==> src/rtl/exu_mdu.sv <==
// exu_mdu: multi-cycle RV32M/RV64M multiply/divide execute unit.
// The unit multiplies by shift-add, MUL_BITS multiplier bits per cycle. It divides by
// restoring division, DIV_BITS quotient bits per cycle. Both operate on operand magnitudes.
// The sign is fixed up when the result is loaded into the res register.
module exu_mdu #(
    parameter int unsigned XLEN     = 32,
    parameter int unsigned MUL_BITS = 1,
    parameter int unsigned DIV_BITS = 1
) (
    input  logic            clock,
    input  logic            reset,
    input  logic            reqValid,
    output logic            reqReady,
    input  logic            kill,
    input  logic [2:0]      op,
    input  logic [XLEN-1:0] lhs,
    input  logic [XLEN-1:0] rhs,
    output logic            respValid,
    output logic [XLEN-1:0] res,
    output logic            is_mdu_wait,
    output logic            is_mul_seen,
    output logic            is_div_seen
);

    localparam int unsigned NM = XLEN / MUL_BITS;
    localparam int unsigned ND = XLEN / DIV_BITS;
    localparam int unsigned CW = $clog2(XLEN + 1);

    typedef enum logic [2:0] {
        MDU_RESET = 3'd0,
        MDU_IDLE  = 3'd1,
        MDU_MUL   = 3'd2,
        MDU_DIV   = 3'd3,
        MDU_DONE  = 3'd4
    } mdu_state_e;

    mdu_state_e        state_q;
    logic [2:0]        op_q;
    logic              neg_q;
    logic [XLEN-1:0]   mcand_q;
    logic [2*XLEN-1:0] prod_q;
    logic [XLEN-1:0]   dvsr_q;
    logic [XLEN-1:0]   rem_q;
    logic [XLEN-1:0]   quo_q;
    logic [CW-1:0]     cnt_q;
    logic [XLEN-1:0]   res_q;

    // Operand decode for a request presented this cycle
    logic            lhs_signed, rhs_signed, lhs_neg, rhs_neg;
    logic [XLEN-1:0] lhs_mag, rhs_mag;
    logic            div_zero, div_ovf, special, req_neg;
    logic [XLEN-1:0] special_res;

    // Decode signedness, magnitudes and the divide corner cases of the incoming request
    always_comb begin
        lhs_signed = (op == 3'd1) || (op == 3'd2) || (op == 3'd4) || (op == 3'd6);
        rhs_signed = (op == 3'd1) || (op == 3'd4) || (op == 3'd6);
        lhs_neg    = lhs_signed & lhs[XLEN-1];
        rhs_neg    = rhs_signed & rhs[XLEN-1];
        lhs_mag    = lhs_neg ? (~lhs + 1'b1) : lhs;
        rhs_mag    = rhs_neg ? (~rhs + 1'b1) : rhs;
        div_zero   = (rhs == '0);
        div_ovf    = ~op[0] & (lhs == {1'b1, {(XLEN-1){1'b0}}}) & (rhs == '1);
        special    = op[2] & (div_zero | div_ovf);
        // Remainder takes the dividend's sign; everything else the XOR of both
        req_neg    = (op[2] & op[1]) ? lhs_neg : (lhs_neg ^ rhs_neg);
        if (div_zero) begin
            special_res = op[1] ? lhs : '1;
        end else begin
            special_res = op[1] ? '0 : lhs;
        end
    end

    // Multiply step: add mcand * (low MUL_BITS of multiplier) into the high half, shift right
    logic [XLEN+MUL_BITS-1:0] mul_add, mul_acc;
    logic [2*XLEN-1:0]        prod_nxt, prod_fin;
    logic [XLEN-1:0]          mul_res;

    // Form the partial product and the signed-corrected result of this step
    always_comb begin
        mul_add = '0;
        for (int i = 0; i < int'(MUL_BITS); i++) begin
            if (prod_q[i]) begin
                mul_add = mul_add + ({{MUL_BITS{1'b0}}, mcand_q} << i);
            end
        end
        mul_acc  = {{MUL_BITS{1'b0}}, prod_q[2*XLEN-1:XLEN]} + mul_add;
        prod_fin = neg_q ? (~prod_nxt + 1'b1) : prod_nxt;
        mul_res  = (op_q[1:0] == 2'd0) ? prod_fin[XLEN-1:0] : prod_fin[2*XLEN-1:XLEN];
    end

    // A full-width step consumes the whole multiplier, so no low bits survive the shift
    if (MUL_BITS == XLEN) begin : g_mul_full
        assign prod_nxt = mul_acc;
    end else begin : g_mul_part
        assign prod_nxt = {mul_acc, prod_q[XLEN-1:MUL_BITS]};
    end

    // Divide step: DIV_BITS restoring iterations, dividend bits shifted out of quo
    logic [XLEN-1:0] rem_nxt, quo_nxt, div_raw, div_res;
    logic [XLEN:0]   rem_sh, rem_try;

    // Run the restoring iterations and apply the result sign
    always_comb begin
        rem_nxt = rem_q;
        quo_nxt = quo_q;
        rem_sh  = '0;
        rem_try = '0;
        for (int j = 0; j < int'(DIV_BITS); j++) begin
            rem_sh  = {rem_nxt, quo_nxt[XLEN-1]};
            rem_try = rem_sh - {1'b0, dvsr_q};
            // Borrow out means the trial subtraction went negative: restore
            if (!rem_try[XLEN]) begin
                rem_nxt = rem_try[XLEN-1:0];
                quo_nxt = {quo_nxt[XLEN-2:0], 1'b1};
            end else begin
                rem_nxt = rem_sh[XLEN-1:0];
                quo_nxt = {quo_nxt[XLEN-2:0], 1'b0};
            end
        end
        div_raw = op_q[1] ? rem_nxt : quo_nxt;
        div_res = neg_q ? (~div_raw + 1'b1) : div_raw;
    end

    // Control FSM plus the datapath registers it sequences
    always_ff @(posedge clock or posedge reset) begin
        if (reset) begin
            state_q <= MDU_RESET;
            op_q    <= '0;
            neg_q   <= 1'b0;
            mcand_q <= '0;
            prod_q  <= '0;
            dvsr_q  <= '0;
            rem_q   <= '0;
            quo_q   <= '0;
            cnt_q   <= '0;
            res_q   <= '0;
        end else begin
            case (state_q)
                MDU_RESET: state_q <= MDU_IDLE;
                MDU_IDLE, MDU_DONE: begin
                    if (kill || !reqValid) begin
                        state_q <= MDU_IDLE;
                    end else begin
                        op_q    <= op;
                        neg_q   <= req_neg;
                        mcand_q <= lhs_mag;
                        prod_q  <= {{XLEN{1'b0}}, rhs_mag};
                        dvsr_q  <= rhs_mag;
                        quo_q   <= lhs_mag;
                        rem_q   <= '0;
                        cnt_q   <= op[2] ? CW'(ND - 1) : CW'(NM - 1);
                        if (special) begin
                            state_q <= MDU_DONE;
                            res_q   <= special_res;
                        end else begin
                            state_q <= op[2] ? MDU_DIV : MDU_MUL;
                        end
                    end
                end
                MDU_MUL: begin
                    prod_q <= prod_nxt;
                    if (kill) begin
                        state_q <= MDU_IDLE;
                    end else if (cnt_q == '0) begin
                        state_q <= MDU_DONE;
                        res_q   <= mul_res;
                    end else begin
                        cnt_q <= cnt_q - CW'(1);
                    end
                end
                MDU_DIV: begin
                    rem_q <= rem_nxt;
                    quo_q <= quo_nxt;
                    if (kill) begin
                        state_q <= MDU_IDLE;
                    end else if (cnt_q == '0) begin
                        state_q <= MDU_DONE;
                        res_q   <= div_res;
                    end else begin
                        cnt_q <= cnt_q - CW'(1);
                    end
                end
                default: state_q <= MDU_IDLE;
            endcase
        end
    end

    // Outputs decode straight from registered state
    always_comb begin
        reqReady    = (state_q == MDU_IDLE) || (state_q == MDU_DONE);
        respValid   = (state_q == MDU_DONE);
        is_mdu_wait = (state_q == MDU_MUL) || (state_q == MDU_DIV);
        is_mul_seen = respValid & ~op_q[2];
        is_div_seen = respValid & op_q[2];
        res         = res_q;
    end

endmodule

==> config.mk <==
export PLATFORM = sky130hd
export DESIGN_NAME = exu_mdu
export DESIGN_NICKNAME = d
export VERILOG_FILES = /design/src/rtl/exu_mdu.sv
export SDC_FILE = /design/constraint.sdc
export NUM_CORES = 1
export LEC_CHECK = 0
export CAP_MARGIN = 20
export CORE_MARGIN = 4
export CORE_UTILIZATION = 45
export DETAILED_ROUTE_END_ITERATION = 8
export SLEW_MARGIN = 30
export SYNTH_ARGS = -nofsm -noshare
export SYNTH_HDL_FRONTEND = slang
export SYNTH_SLANG_ARGS = --single-unit
export TNS_END_PERCENT = 100
==> constraint.sdc <==
create_clock -name clock -period 20.4 [get_ports clock]
set_clock_uncertainty 0.05 [all_clocks]
set_input_delay 4.08 -clock clock [delete_from_list [all_inputs] [get_ports clock]]
set_output_delay 4.08 -clock clock [all_outputs]
set_load 0.01 [all_outputs]
==> impl_metrics.env <==
export IMPL_required_ns=20.79
export IMPL_crit_family="buffers and inverters"
export IMPL_dieArea_um2=47100
export IMPL_dp_slack_ns=11.50
export IMPL_slew_limit_headroom_pct=34.5
export IMPL_yosys_cell_types_count=100
export IMPL_clkLatencyLatePin_ns=0.59
export IMPL_drt_pre_antenna_iters=6
export IMPL_power_leakage_uw=0.00896
export IMPL_hold_slack_ns=0.418
export IMPL_critPathKind="in2reg"
export IMPL_wirelength_mm=78.9
export IMPL_clock_sinks=237
export IMPL_dp_hpwl_mm=60.6
export IMPL_fp_coreArea_um2=43200
export IMPL_hp_class="reg2reg"
export IMPL_vias_per_cell=6.47
export IMPL_synth_area_per_cell_um2=7.85
export IMPL_post_cts_buffers=0
export IMPL_ys_async_sr_fraction_pct=100
export IMPL_cts_buffers=30
export IMPL_hold_viol=0
export IMPL_fillers=4257
export IMPL_dieWidth_um=217
export IMPL_cp_common_cell="buf_4"
export IMPL_startpoint="rhs[0]"
export IMPL_dp_cells=3062
export IMPL_yosysSeqAreaShare_pct=30.1
export IMPL_rsz0062_at_grt="no"
export IMPL_path_buf_inv=6
export IMPL_ys_warn_count=0
export IMPL_grt_pass1_wl_mm=118
export IMPL_critPathMaxStageDelay_ns=0.46
export IMPL_synth_flop_cell="dfrtp_1"
export IMPL_end_kind="register"
export IMPL_drtIter0Drc=2354
export IMPL_clockBufferDepth=3
export IMPL_finalCritPeriodShare_pct=40.8
export IMPL_crit_fanout=40
export IMPL_vias=20200
export IMPL_setup_slack_ns=12.09
export IMPL_gp_congestion=0.987
export IMPL_clk_pin_slew_ns=0.06
export IMPL_grt_max_degree=114
export IMPL_p_per_area_nw_per_um2=161
export IMPL_antenna_found_initial=0
export IMPL_reg2reg_from="quo_q[31]$_DFFE_PP0P_"
export IMPL_fin_nets=2653
export IMPL_remaining_drc_errors=0
export IMPL_synth_seq_cells=237
export IMPL_cts_root_buf="clkbuf_16"
export IMPL_final_cells=3116
export IMPL_antenna_left=0
export IMPL_setup_viol=0
export IMPL_setup_tns_ns=0
export IMPL_cp_start_kind="input port"
export IMPL_wl_per_cell_um=25.3
export IMPL_cts_resized=0
export IMPL_run_status="finished, final reports clean"
export IMPL_slowest_stage="buf_4"
export IMPL_rows=76
export IMPL_grt_total_usage_pct=32.4
export IMPL_die_h_um=217
export IMPL_grt_pass1_vias=18700
export IMPL_drv_cap=0
export IMPL_hold_start="mcand_q[14]$_DFFE_PP0P_"
export IMPL_finalCriticalPeriod_ns=8.31
export IMPL_path_cells="clkdlybuf4s50_1, inv_1, ha_1, nor3b_1, nand3_1, nor2_1, nand3_1, nor4_2, buf_4, a41o_1, nand2_1, a211o_1, buf_4, inv_1, buf_4, o221ai_1, a31oi_1, a21oi_1"
export IMPL_synth_edf_count=0
export IMPL_syn_nets=2649
export IMPL_drive_gt1_share_pct=5.77
export IMPL_start_util_pct=45.6
export IMPL_areaGrowthSynthToFinish_pct=12.4
export IMPL_hold_buffers=0
export IMPL_antenna_cells=0
export IMPL_synthCells=2505
export IMPL_arrival_ns=8.70
export IMPL_cts_tree="built"
export IMPL_ir_drop_v=0.000108
export IMPL_seqCellArea_um2=5930
export IMPL_gr_total_overflow=0
export IMPL_htreeDepth=1
export IMPL_syn_area_um2=19700
export IMPL_ios=108
export IMPL_fmax_mhz=120
export IMPL_port_buffers=107
export IMPL_multiInputGateArea_um2=12900
export IMPL_tightest_slew_ns=0.983
export IMPL_report_final_slew_viol_count=0
-- power breakdown --
group / total (uW) / internal (uW) / switching (uW)
clock network: 548 / 323 / 225
logic: 2120 / 769 / 1350
registers: 889 / 649 / 240
-- synth_stat cells (all sizes together) (31+ instances only) --
master  instances  area (um2)
nand3         107         548
ha             71         888
dfrtp         237        5930
xor2           61         534
xnor2          71         622
o31ai          31         238
clkbuf        139         522
a21oi         190         955
a211oi         36         280
nand2         244         916
o21ai         254        1280
a21o           67         503
or3            37         231
inv            64         240
nand4          32         200
nor2          210         788
nor3           72         370
a31oi          39         244
and2           47         294
a221o          43         430
-- final timing paths --
check | to | slack, ns | cells after the start
hold reg to reg | mcand_q[14]$_DFFE_PP0P_ | 0.42 | 1
max in group asynchronous | op_q[1]$_DFFE_PP0P_ | 14.33 | 4
setup reg to reg | res[22]$_DFFE_PP0P_ | 13.12 | 23
hold / removal | mcand_q[14]$_DFFE_PP0P_ | 0.42 | 1
min in group asynchronous | cnt_q[2]$_DFFE_PP0P_ | 3.99 | 2
setup / recovery | res[23]$_DFFE_PP0P_ | 12.09 | 18
-- per-layer routing --
| metal | GRT usage [%] | vias up | part of all wire [%] |
|---|---|---|---|
| li1 | - | 9343 | - |
| met1 | 46.8 | 9728 | 44 |
| met2 | 47.7 | 965 | 42 |
| met3 | 6.69 | 136 | 9.6 |
| met4 | 12.1 | 0 | 4.6 |
| met5 | 0 | - | 0 |
-- cell usage in the layout (no fill, tap or decap), drive strengths merged, types with 11 or more instances in the layout --
cell type,n
nor2b,15
clkinv,11
buf,34
o41ai,17
nor3,72
nand2b,16
or3,37
a21oi,190
nand3,107
o21ai,254
nor2,210
clkdlybuf4s50,107
mux2i,17
xnor2,71
and2,47
a211oi,36
xor2,61
a221o,43
nand2,244
nand4,32
a31oi,39
o311ai,16
inv,66
or4,18
clkbuf,39
maj3,25
a221oi,11
or2,15
a22oi,22
a21o,67
o211ai,26
o31ai,31
ha,71
and4,12
o21a,22
nor4,27
and3,20
dfrtp,237
-- cells by family (layout without fill, tap and decap cells) --
| logic type | after synthesis | count (layout) | share of synthesized area [%] |
|---|---|---|---|
| flip-flops | 237 | 237 | 30.1 |
| multiplexers | 20 | 20 | 1.09 |
| buffers and inverters | 235 | 261 | 4.67 |
| AO/OA/AOI/OAI | 878 | 878 | 29.2 |
| adder cells (fa/ha/maj) | 98 | 98 | 5.99 |
| AND/OR/NAND/NOR | 905 | 905 | 23.0 |
| XOR/XNOR | 132 | 132 | 5.88 |
-- per-stage QoR --
step | cell area (um2) | power, uW | util, %
global placement | 21100 | 2920 | 48.9
CTS | 22100 | 3510 | 51.2
global route | 22100 | 3780 | 51.2
floorplan | 19700 | 2240 | -
finish | 22100 | 3560 | 51.2
detailed placement | 21100 | 2950 | 48.9
-- state kept, by name, summed over array words and instances (netlist names) --
signal and cells:
prod_q 64, dvsr_q 32, mcand_q 32, quo_q 32, rem_q 32, res 32
cnt_q 6, op_q 3, state_q 3, neg_q 1
-- cell type report --
class	count	area share, %
Clock buffer	39	3.91
Clock inverter	15	0.639
Inverter	66	1.15
Multi-Input combinational cell	2033	58.2
Sequential cell	237	26.8
Tap cell	585	3.31
Timing Repair Buffer	141	6.01
Note: power is estimated with default switching activity, not from simulation.
